==> config.mk <==
export PLATFORM = sky130hd
export DESIGN_NAME = seg_scan_ctrl
export DESIGN_NICKNAME = d
export VERILOG_FILES = /design/src/rtl/seg_scan_ctrl.sv
export SDC_FILE = /design/constraint.sdc
export NUM_CORES = 1
export LEC_CHECK = 0
export ABC_CLOCK_PERIOD_IN_PS = 3540
export BUFFER_PORTS_ARGS = -buffer_cell sky130_fd_sc_hd__buf_2
export CAP_MARGIN = 20
export CORE_MARGIN = 2
export CORE_UTILIZATION = 60
export CTS_BUF_LIST = sky130_fd_sc_hd__clkbuf_8
export DETAILED_ROUTE_END_ITERATION = 12
export GPL_ROUTABILITY_DRIVEN = 1
export GPL_TIMING_DRIVEN = 1
export HOLD_SLACK_MARGIN = 0.12
export PLACE_DENSITY = 0.95
export RECOVER_POWER = 25
export SYNTH_ARGS = -nofsm -noshare
export SYNTH_HDL_FRONTEND = slang
export SYNTH_SLANG_ARGS = --single-unit
==> constraint.sdc <==
create_clock -name clkI -period 3.54 [get_ports clkI]
set_clock_uncertainty 0.15 [all_clocks]
set_input_delay 0.177 -clock clkI [delete_from_list [all_inputs] [get_ports clkI]]
set_output_delay 0.177 -clock clkI [all_outputs]
set_load 0.05 [all_outputs]
==> src/rtl/seg_scan_ctrl.sv <==
// seg_scan_ctrl: time-multiplexed scan controller for DIGITS common-select
// 7-segment digits sharing one external hex-to-segment decoder.
// Segment and select outputs are registered and lag the scan state by one cycle.
module seg_scan_ctrl #(
  parameter int DIGITS    = 8,
  parameter int CLK_DIV   = 50000,
  parameter int BLANK_CYC = 2
) (
  input  logic                  clkI,
  input  logic                  rstnI,
  input  logic [4*DIGITS-1:0]   valueI,
  input  logic                  loadI,
  input  logic [DIGITS-1:0]     dpI,
  input  logic [DIGITS-1:0]     blankI,
  input  logic                  lzsI,
  output logic [3:0]            numO,
  input  logic [0:7]            segI,
  output logic [0:7]            segO,
  output logic [DIGITS-1:0]     selO
);

  localparam int IDX_W = (DIGITS > 1) ? $clog2(DIGITS) : 1;
  localparam int CNT_W = $clog2(CLK_DIV);

  localparam logic [IDX_W-1:0] IDX_LAST  = IDX_W'(DIGITS - 1);
  localparam logic [CNT_W-1:0] CNT_LAST  = CNT_W'(CLK_DIV - 1);
  localparam logic [CNT_W-1:0] BLANK_END = CNT_W'(BLANK_CYC);

  logic [CNT_W-1:0]    cnt_q, cnt_d;
  logic [IDX_W-1:0]    idx_q, idx_d;
  logic [4*DIGITS-1:0] val_q, val_d;
  logic [DIGITS-1:0]   dp_q, dp_d;
  logic [DIGITS-1:0]   blank_q, blank_d;
  logic [0:7]          seg_q, seg_d;
  logic [DIGITS-1:0]   sel_q, sel_d;

  logic [DIGITS-1:0]   zero_from;
  logic                kill;

  // The decoder's own dp bit is replaced by the shadowed per-digit dp.
  logic unused_dec_dp;
  assign unused_dec_dp = segI[7];

  // Nibble of the currently scanned digit, sent to the shared decoder.
  assign numO = val_q[4*idx_q +: 4];

  // zero_from[k]: shadow nibbles k..DIGITS-1 are all zero (scanned from the top).
  always_comb begin
    logic        acc;
    int unsigned k;
    zero_from = '0;
    acc       = 1'b1;
    k         = 0;
    for (int unsigned i = 0; i < DIGITS; i++) begin
      k            = DIGITS - 1 - i;
      acc          = acc & (val_q[4*k +: 4] == 4'h0);
      zero_from[k] = acc;
    end
  end

  // Segments are dark during dead time, for blanked digits and for suppressed leading zeros.
  always_comb begin
    kill = (cnt_q < BLANK_END) || blank_q[idx_q] ||
           (lzsI && (idx_q != '0) && zero_from[idx_q]);
  end

  // Next-state for prescaler, digit index, shadow registers and output stage.
  always_comb begin
    cnt_d   = cnt_q;
    idx_d   = idx_q;
    val_d   = val_q;
    dp_d    = dp_q;
    blank_d = blank_q;
    sel_d   = '0;
    seg_d   = '0;

    if (cnt_q == CNT_LAST) begin
      cnt_d = '0;
      idx_d = (idx_q == IDX_LAST) ? '0 : idx_q + 1'b1;
    end else begin
      cnt_d = cnt_q + 1'b1;
    end

    if (loadI) begin
      val_d   = valueI;
      dp_d    = dpI;
      blank_d = blankI;
    end

    sel_d[idx_q] = 1'b1;
    if (!kill) begin
      seg_d = {segI[0:6], dp_q[idx_q]};
    end
  end

  // State registers; reset clears everything asynchronously.
  always_ff @(posedge clkI or negedge rstnI) begin
    if (!rstnI) begin
      cnt_q   <= '0;
      idx_q   <= '0;
      val_q   <= '0;
      dp_q    <= '0;
      blank_q <= '0;
      seg_q   <= '0;
      sel_q   <= '0;
    end else begin
      cnt_q   <= cnt_d;
      idx_q   <= idx_d;
      val_q   <= val_d;
      dp_q    <= dp_d;
      blank_q <= blank_d;
      seg_q   <= seg_d;
      sel_q   <= sel_d;
    end
  end

  assign segO = seg_q;
  assign selO = sel_q;

endmodule

; ---- After elaboration in Yosys (flattened, before gate mapping)
; Index checks and enable logic that the tools add are counted.
[classes]
n_addsub = 2
order_cmp = 3
eq_ne = 2
n_shift = 1
mux = 11
bitwise_logic = 7
reduce_logical = 14
[op_table]
columns = cell, count
row1 = zero test 4 bit, 8
row2 = variable part select 32 x 6 -> 4 bit, 1
row3 = adder 16 x 1 -> 16 bit (second input constant), 1
row4 = == test 16 bit (second input constant), 1
row5 = less-than comparator 16 x 2 -> 1 bit (second input constant), 1
row6 = 2-to-1 mux 16 bit, 1
row7 = binary-select mux 1 bit (select 3 bit), 3
row8 = 2-to-1 mux 8 bit, 1
row9 = AND 1 bit, 7
row10 = less-than comparator 3 x 4 -> 1 bit (second input constant), 1
row11 = 2-to-1 mux 1 bit, 4
row12 = adder 3 x 1 -> 3 bit (second input constant), 1
row13 = demux 1 bit (select 3 bit), 1
row14 = == test 3 bit (second input constant), 1
row15 = greater-or-equal comparator 3 x 1 -> 1 bit (second input constant), 1
row16 = logical AND 1 bit, 3
row17 = 2-to-1 mux 3 bit, 1
row18 = nonzero test 3 bit, 1
row19 = logical OR 1 bit, 2
[totals]
ff_bits = 83
inputBits = 60
out_inout_bits = 20
word_cells = 47

; ---- Depth between registers and ports, before layout
; Gate-level depths: netlist of run 1.
[depth]
word_depth = 13
mapped_depth = 8

; ---- Least setup slack after synthesis of run 1
; Ideal clock, no wire load.
[synth_path]
path_type = flip-flop to flip-flop
start = register idx_q[0]
end = register seg_q (netlist bit segO[0])
setup_time_ns = 0.140
arrival_time_ns = 2.125
setup_slack_ns = 1.125
path_stages_with_launch = 9
path_buffers = 1
cell_sequence = dfrtp_1 > inv_2 > clkbuf_1 > ha_1 > or4_4 > o31ai_2 > a22oi_1 > a211oi_4 > nor4bb_1
[synth_via]
elab_chain_len = 5
elab_cells_between_ends = 10
[synth_rtl]
columns = element, line
row1 = "start, declared", 30  ; logic [IDX_W-1:0] idx_q, idx_d;
row2 = "start signal, assigned", 108  ; idx_q <= idx_d;
row3 = binary-select mux 1 bit (select 3 bit) (tied with other cells), 63  ; kill = (cnt_q < BLANK_END) || blank_q[idx_q] ||
row4 = 2-to-1 mux 1 bit (not written as such) (tied with other cells), 63
row5 = logical OR 1 bit / logical AND 1 bit (equally long branches), "63, 64"
row6 = logical OR 1 bit *, 63
row7 = 2-to-1 mux 8 bit *, 91  ; if (!kill) begin
row8 = net seg_d (one bit), 34  ; logic [0:7] seg_q, seg_d;
row9 = "end signal, assigned", 112  ; seg_q <= seg_d;
row10 = "end, declared", 34
; The timed path passes the listed nets; every way through them passes the cells marked *. The select of a mux whose other input is x is not followed.
; A chain may end at the register's enable or synchronous reset.

; ---- Worst setup path in the final report of run 1
[layout_path]
start = register idx_q[1]
end = register seg_q (netlist bit segO[5])
; Same word-level chain as after synthesis.

==> impl.org, run 1 <==
** Floorplan
- Area of the core :: 0.00592 sq mm
- The floorplan step set the die height to ~82 um.
- X dimension of the die :: 82.2 um
- Effective utilization at floorplan :: about three fifths
- The floorplan step defined a die boundary enclosing just under 0.007 sq mm.
- Number of ports placed on the die boundary :: 80
- The floorplan has 28 rows.

** Flow run
- Max-cap violations in this run came to 1.

** Synthesis
- Biggest area consumer among synthesized cells :: dfrtp_1
- Netlist cell types :: between 40 and 50
- Average instance area after synthesis :: 12.7 sq um
- The synthesized design contains 83 register bits.
- After synthesis, the share of flip-flops with an asynchronous set or reset is between 90% and 100%.
- Portion of synthesized cell area occupied by the leading cell type :: a little under three fifths
- Cell count after synthesis :: between 200 and 300
- Of the synthesized area, sequential elements account for 56.7%.
- Most frequently used flop master after synthesis :: dfrtp_1
- Yosys mapped a number of flops with a built-in enable equal to 0.
- The number of nets in the synthesized netlist is between 300 and 400.
- Cell area after synthesis :: 0.00366 sq mm
- During synthesis, Yosys emitted a total of 0 warnings.
- In the post-synthesis netlist, the biggest area contributors are dfrtp_1 57%, mux2_1 15%, xor2_1 2.2%.

** Setup path
- Arrival time worst endpoint :: about 3.0 ns
- The largest single stage delay on the critical path is ~0.72 ns.
- STA puts the critical path data required time at 3.61 ns.
- Crit. Startpoint :: idx_q[1]$_DFFE_PN0N_
- Crit. End Element :: register
- Crit path max-delay cell type :: dfrtp_1
- Critical register-to-register path startpoint :: idx_q[1]$_DFFE_PN0N_
- Critical Path, Cell by Cell :: inv_2, ha_1, or4_4, o31ai_2, a22oi_1, a211oi_4, nor4bb_1
- Critical path fanouts, max :: 16
- STA classifies the critical path startpoint as a register.
- The critical path in this run is classified as reg -> reg.

** Clock network
- Number of sinks on the clock net :: 83
- The later pin in the worst-skew pair is clocked with a latency of 0.37 ns.
- Reg clk slew, reported paths :: 0.09 ns
- CTS tree :: done
- The tree is rooted in a clkbuf_8.
- TritonCTS buffer count :: 9
- In this run the number of H-tree levels came out at 3.
- Clock buffer depth :: 2

** Timing
- Final worst path period need :: 2.97 ns
- For the pin with the worst max-slew slack, the measured transition is roughly 2 ns.
- Final hold slack :: approximately 0.34 ns
- In this run the tightest slew margin relative to its limit is -29.6%.
- Dividing the final minimum period by the clock period gives 83.8%.
- The number of hold violations in the final report is 0.
- The number of pins exceeding their max-slew limit in the final report was 36.
- Final setup vio count :: 0
- Fmax achieved :: 337 MHz
- Setup repair after global routing left no endpoint under its margin.
- Setup tns final :: 0 ns

** Drt
- Detailed router's first-iteration violation count :: between 300 and 400
- Vias after detailed routing :: 3,093
- The count of nets left with antenna violations once routing finished came out at 0.
- Detailed-route wire length :: about 10 mm
- After detailed routing, the number of remaining DRC violations is 0.
- Before antenna repair, the detailed router went through 5 iterations.
- DR vias/cell :: around 6.2
- Dividing the detail-routed wire length by the instance count gives just over 20 um.

** Global routing
- Maximum number of pins on one net before global-route repair :: 84
- The number of global-route vias before repair came to ~3,100.
- The first global-routing pass estimated 15.7 mm of wire.
- The initial antenna violation count is 0.
- GRT Util Overall :: about a third
- Summed over all layers, the global routing overflow is 0.

** Status
- The final reports fail on max-capacitance violations, max-slew violations.
- Status :: finished with violations

** Power and ir drop
- VDD sags by at most 248 uV.
- Summed over all nets, the switching power comes to roughly 530 uW.
- In this run switching power makes up about a quarter of total power.
- For this design the static power due to leakage is roughly 0.0023 uW.
- Power Internal :: approximately 1500 uW
- In this run, the combinational gates consume 12.6% of the power.
- In this run the power density over the cells is 415 mW/mm^2.
- Part of the power in the clock network :: 34.9%
- Proportion of power drawn by flip-flops and latches :: roughly 53%

** Place
- Final weighted congestion in routability-driven placement :: ~0.93
- In this run the tool buffered the top-level ports with between 70 and 80 buffer cells.
- Placed Instances :: 429
- Placed instance area :: around 0.0041 sq mm
- Summed over all nets, the half-perimeter wirelength after detailed placement is ~5.7 mm.

** Cells and area
- Post-route non-filler standard cell count :: 502
- Post-synthesis to final-layout area growth :: 33.2%
- The finished cells cover roughly 0.005 sq mm.
- Share of layout cells above drive strength 1 :: 23.4%
- Post-layout nets :: between 400 and 500
- Antenna Diode Count :: 0

** Min path
- In this run the most critical hold path is launched from cnt_q[13]$_DFF_PN0_.
- In this run the worst hold path is classified as reg -> reg.
[power by group through the flow]
stage / logic, uW / registers [uW] / clock network, uW
2_1_floorplan: 95.0 / 1080 / 0
3_3_place_gp: 189 / 1070 / 0
3_5_place_dp: 198 / 1070 / 0
4_1_cts: 249 / 1060 / 692
5_1_grt: 274 / 1070 / 741
6_report: 255 / 1060 / 706
[sequential cells by signal, indices dropped and copies added (netlist names)]
name / flops
blank_q: 8
cnt_q: 16
dp_q: 8
idx_q: 3
segO: 8
selO: 8
val_q: 32
[cell usage in the layout, fill, tap and decap left out, types with 2 or more instances in the layout]
cell type,instances
nor2_1,20
or4_1,4
dlygate4sd3_1,56
a21oi_1,4
nand2b_1,4
mux2i_1,4
inv_1,2
xnor2_1,5
o21ai_0,3
ha_1,4
nor4_1,7
nand3_1,11
nor2b_1,2
xor2_1,9
a22o_1,2
a22oi_1,9
o31ai_1,3
nand2_1,8
a221oi_1,4
dfrtp_1,83
clkbuf_8,11
inv_2,2
a311oi_1,2
buf_2,77
nor3_1,7
o21ai_1,2
clkinv_2,2
mux2_1,50
nand4_1,4
nor4bb_1,7
[critical path, delay by kind of cell (launching register included)]
kind                     cells  cell delay (ns)
flip-flops                   1             0.72
AO/OA/AOI/OAI                3             0.80
adder cells (fa/ha/maj)      1             0.25
buffers and inverters        1             0.24
AND/OR/NAND/NOR              2             0.66
[metal layers]
metal / global-route usage (%) / wire length, um
met1: 38.9 / 3880
met2: 51.2 / 4920
met3: 7.93 / 787
met4: 20.8 / 613
met5: 0 / 0
[per-stage QoR]
step	util, %	power [uW]	setup slack, ns
2_1_floorplan	-	1180	1.13
6_report	82.4	2020	0.574
4_1_cts	82.1	2000	0.702
3_5_place_dp	69.2	1270	0.727
3_3_place_gp	69.2	1260	0.788
5_1_grt	82.4	2080	0.438
[Yosys cell counts, types with 5 or more instances]
library cell	n
a22oi_1	9
clkbuf_1	9
dfrtp_1	83
mux2_1	50
nand2_1	8
nand3_1	11
nor2_1	20
nor3_1	7
nor4_1	7
nor4bb_1	7
xnor2_1	5
xor2_1	9
[cell type report]
class	count	area [sq um]
inverter	3	11.3
multi-input combinational	189	1520
clock buffer	11	151
clock inverter	5	52.6
tap	75	93.8
fill	287	1040
sequential	83	2080
timing repair buffer	136	977
[worst paths after layout]
path / endpoint / slack [ns] / cells past startpoint
max reg2reg: segO[5]$_DFF_PN0_ / 0.57 / 7
max: segO[5]$_DFF_PN0_ / 0.57 / 7
min: cnt_q[13]$_DFF_PN0_ / 0.34 / 1
max in group asynchronous: val_q[30]$_DFFE_PN0P_ / 1.37 / 2
min reg2reg: cnt_q[13]$_DFF_PN0_ / 0.34 / 1
min in group asynchronous: cnt_q[12]$_DFF_PN0_ / 0.75 / 2
[cell families (layout without fill, tap and decap cells)]
kind of cell             count (synthesis)  in the layout  synth area share, %
flip-flops                              83             83                 56.7
AND/OR/NAND/NOR                         81             81                 12.5
multiplexers                            55             55                 16.8
AO/OA/AOI/OAI                           35             35                 7.44
buffers and inverters                   16            155                 1.95
XOR/XNOR                                14             14                 3.35
adder cells (fa/ha/maj)                  4              4                 1.37
[timing repair]
item                                   CTS  global route
endpoints found under the hold margin  138             0
hold buffers                            56             0
setup buffers                            0             0
resized for setup                        0             0
Power figures use the tool's default switching activity.
==> run 2, diff against run 1 <==
Settings changed: ABC_AREA set to 1, ABC_CLOCK_PERIOD_IN_PS 3540 to 2670, CORE_UTILIZATION 60 to 51, PLACE_DENSITY 0.95 to 0.87.
Clock period 3.54 ns to 2.67 ns, I/O delays scaled along.
==> run 2 against run 1 <==
Against the previous run: the run now ends clean; die area rose by 23%; routed wire length rose by 3.2%; flip-flop and latch count did not move; combinational power rose by 46%; utilization fell by 12 points; critical path depth did not move; non-clock buffer count rose by 2; clock power rose by 27%; worst hold slack got worse by 0.11 ns; synthesized cell count rose by 50%; synthesized area rose by 5.5%.
==> impl.org, run 2 <==
** Status
- Status :: complete, no violations (was finished with violations)

** Cells and area
- The final cell area excluding filler cells was 0.00514 sq mm (was 0.00488 sq mm).
- The post-layout net count is 635 (was 486).
- Commonest non-fill, non-tap cells in the layout :: 83 x dfrtp_1, 78 x nand2_1, 75 x buf_2, 70 x inv_1, 58 x dlygate4sd3_1 (was 83 x dfrtp_1, 77 x buf_2, 56 x dlygate4sd3_1, 50 x mux2_1, 20 x nor2_1)
- The largest register by flop count was val_q (unchanged).
- The count of fill cells added during filler insertion was 496 (was 287).
- The signed area change from the synthesized netlist to the final layout was 33.0% (was 33.2%).
- The core utilization of the finished layout is 70.5% (was 82.4%).
- Area occupied by multi-input gates :: 0.00146 sq mm (was 0.00152 sq mm)
- The ratio of cells with drive above 1 in the final layout was 22.9% (was 23.4%).
- Area taken by flip-flops and latches :: 0.00208 sq mm (unchanged)
- Regs by FF count :: val_q (32), cnt_q (16) (unchanged)
- Most common cell after layout, fill and taps aside :: dfrtp_1 (unchanged)
- The count of inserted antenna diode cells is 0 (unchanged).
- Number of flip-flops under the largest register name :: 32 (unchanged)

** Clock network
- The CTS H-tree depth came to 3 (unchanged).
- The clock tree from TritonCTS was done (unchanged).
- The CTS buffer count is 9 (unchanged).
- Clock Tree Root :: clkbuf_8 (unchanged)
- The total setup buffers inserted after CTS came to 0 (unchanged).
- The number of sinks on the clock net is 83 (unchanged).
- The clock slew at the register clock pins of the worst setup and hold paths is 0.08 ns (was 0.09 ns).
- The number of buffers on the longest clock path was 2 (unchanged).
- Clock latency of the later-clocked register in the worst-skew pair :: 0.35 ns (was 0.37 ns)

** Synthesis
- The number of flops mapped to enable cells by yosys is 0 (unchanged).
- The dominant register cell in the synthesized netlist was dfrtp_1 (unchanged).
- Netlist cell types :: 33 (was 43)
- The number of warnings printed during yosys synthesis came to 0 (unchanged).
- The share of the yosys chip area belonging to registers was 53.7% (was 56.7%).
- The most frequent cell after synthesis is dfrtp_1 (unchanged).
- The cell type contributing the most total cell area after synthesis is dfrtp_1 (unchanged).
- The post-synth net total was 496 (was 352).
- Portion of synthesized cell area occupied by the leading cell type :: 53.7% (was 56.7%)
- Cell count after synthesis :: 432 (was 288)
- Synth cell count leaders :: 83 x dfrtp_1, 78 x nand2_1, 68 x inv_1 (was 83 x dfrtp_1, 50 x mux2_1, 20 x nor2_1)
- Async S/R FF share, synth :: 100% (unchanged)
- Synth area leaders :: dfrtp_1 54%, nand2_1 7.6%, inv_1 6.6% (was dfrtp_1 57%, mux2_1 15%, xor2_1 2.2%)
- The mean instance size in the synthesized netlist was 8.95 sq um (was 12.7 sq um).
- Total of flip-flops plus latches after synthesis :: 83 (unchanged)
- The cell area after synthesis is 0.00386 sq mm (was 0.00366 sq mm).

** Power and ir drop
- The sequential fraction of design power was 52.0% (was 52.5%).
- Gate power share :: 14.1% (was 12.6%)
- The total power divided by cell area is 515 mW/mm^2 (was 415 mW/mm^2).
- The leakage power was 0.00264 uW (was 0.00227 uW).
- Switching Share :: 26.6% (was 26.1%)
- Power Internal :: 1940 uW (was 1500 uW)
- The switching power was 705 uW (was 527 uW).
- The worst supply voltage drop on vdd came to 270 uV (was 248 uV).
- The clock share of power came to 33.9% (was 34.9%).

** Floorplan
- Area of the core :: 0.00729 sq mm (was 0.00592 sq mm)
- The number of rows created at floorplan is 31 (was 28).
- Die outline height :: 91.1 um (was 82.2 um)
- The initial standard-cell utilization of the core came to 53.0% (was 61.9%).
- X dimension of the die :: 91.1 um (was 82.2 um)
- The number of top-level design ports was 80 (unchanged).
- The total die area came to 0.00829 sq mm (was 0.00675 sq mm).

** Min path
- The type of the tightest min-delay check is in -> reg (was reg -> reg).
- Hold wc startpoint :: lzsI (was cnt_q[13]$_DFF_PN0_)

** Setup path
- Crit. Startpoint :: idx_q[0]$_DFFE_PN0N_ (was idx_q[1]$_DFFE_PN0N_)
- Arrival time worst endpoint :: 2.15 ns (was 3.03 ns)
- The element type at the critical path start was a register (unchanged).
- Required time at the worst-slack endpoint :: 2.39 ns (was 3.61 ns)
- The cell type of the slowest stage on the worst timing path was dfrtp_1 (unchanged).
- The kind of end point of the critical path was an output pin (was register).
- The kind of cell with the highest combined delay on the critical path was flip-flops (was compound AO/OA/AOI/OAI gates).
- The worst flop-to-flop path startpoint is idx_q[0]$_DFFE_PN0N_ (was idx_q[1]$_DFFE_PN0N_).
- The largest driver fanout on the critical path is 10 (was 16).
- Critical Path, Cell by Cell :: inv_2, nor2_2, inv_1, o22ai_1, nor2_1, o2111ai_1, buf_2 (was inv_2, ha_1, or4_4, o31ai_2, a22oi_1, a211oi_4, nor4bb_1)
- Classification of the worst setup path :: reg -> out (was reg -> reg)
- The buffering stage count on the worst path with inverters included came to 3 (was 1).
- Maximum single-stage delay on the critical path :: 0.64 ns (was 0.72 ns)

** Global routing
- Number of global-route vias before repair :: 3,605 (was 3,133)
- Maximum number of pins on one net before global-route repair :: 84 (unchanged)
- GRT Util Overall :: 26.4% (was 32.1%)
- The first-pass GRT wire length was 17.1 mm (was 15.7 mm).
- The initial antenna violation count was 0 (unchanged).
- The global route total overflow was 0 (unchanged).

** Drt
- Average detailed-routed wire length per instance :: 15.6 um (was 20.3 um)
- Detailed router's first-iteration violation count :: 294 (was 319)
- DR vias/cell :: 5.34 (was 6.16)
- The number of remaining DRC errors came to 0 (unchanged).
- The number of iterations in the first detailed-routing pass is 5 (unchanged).
- The residual antenna-violating net count after detailed routing is 0 (unchanged).
- The routed wire length is 10.5 mm (was 10.2 mm).
- The via count came to 3,602 (was 3,093).

** Timing
- Transition time at the pin with the least slew margin :: 1.09 ns (was 1.94 ns)
- Max-slew headroom at the worst pin :: 27.1% (was -29.6%)
- Final Slew Violations :: 0 (was 36)
- Final period util :: between 90% and 100%
- Static timing analysis puts the maximum clock frequency at roughly 410 MHz.
- The final count of negative-setup-slack endpoints was 0 (unchanged).
- The smallest clock period supported by the final layout is computed as between 2 and 2.5 ns.
- Setup repair after global routing missed its margin :: false (unchanged)
- The summed negative setup slack over all endpoints is 0 ns (unchanged).
- The number of hold violations in the final report is 0 (unchanged).

** Place
- The total placed instance area was 0.00436 sq mm (was 0.00410 sq mm).
- The final weighted congestion in routability-driven placement is 0.931 (was 0.932).
- Placed wire-length estimate after detailed placement :: 6.65 mm (was 5.65 mm)
- The number of I/O port buffers is 78 (unchanged).

** Flow run
- The number of max-capacitance violations reported is 0 (was 1).
## run 2: what timing repair did
item / in CTS / in global routing
hold endpoints to repair: 138 / 6
resized for setup: 0 / 0
hold buffers: 57 / 1
## run 2: final cells by class
cell class	instances	share of cell area (%)
clock buffers	10	2.68
inverters	76	5.57
well taps	99	2.41
flip-flops and latches	83	40.4
multi-input cells	263	28.4
repair buffers	138	19.4
clock inverters	6	1.12
## run 2: cell families after synthesis
kind of cell	count (synthesis)	synth area share, %
xor gates and xnor gates	6	1.36
and+or+nand+nor	171	20.9
DFF	83	53.7
buffers and inverters	86	8.55
adders and majority gates	4	1.29
muxes	14	4.08
AOI/OAI and AO/OA	68	10.1
## run 2: power by group through the flow
stage / clock network [uW] / logic (uW) / registers [uW]
2_1_floorplan: 0 / 145 / 1420
3_3_place_gp: 0 / 288 / 1390
3_5_place_dp: 0 / 296 / 1400
4_1_cts: 895 / 363 / 1370
5_1_grt: 951 / 407 / 1380
6_report: 897 / 373 / 1380
## run 2: routing by layer
layer	wire, um	track usage, %	vias up
met5	0	0	-
met4	358	12.1	0
met3	779	5.06	47
met2	5340	46.5	216
met1	4050	31.2	1675
li1	-	-	1664
## run 2: path summary, 6_finish.rpt
check	endpoint	slack (ns)	cells after the start
max in group asynchronous	cnt_q[12]$_DFF_PN0_	1.03	4
min reg2reg	cnt_q[0]$_DFF_PN0_	0.32	1
min	segO[6]$_DFF_PN0_	0.23	8
max	numO[0]	0.23	7
min in group asynchronous	dp_q[7]$_DFFE_PN0P_	0.63	3
max reg2reg	segO[0]$_DFF_PN0_	0.76	10
## run 2: worst reg2reg max path, stage by stage (launching register included)
cell and delay (ns):
dfrtp_1 0.64, inv_2 0.13, ha_1 0.23, nand2_1 0.07, nand2_1 0.05, a21oi_1 0.11
nand3_1 0.08, nor2_1 0.11, nand2_2 0.07, nand2_4 0.10, nor2_1 0.06
## run 2: stage by stage
step	std cells	setup WS [ns]	power (uW)	hold WS, ns
CTS	673	0.259	2630	0.124
detailed placement	600	0.664	1690	0.200
global route	675	0.0933	2740	0.274
global placement	600	0.700	1680	0.194
floorplan	432	0.810	1560	-0.312
finish	675	0.233	2650	0.235
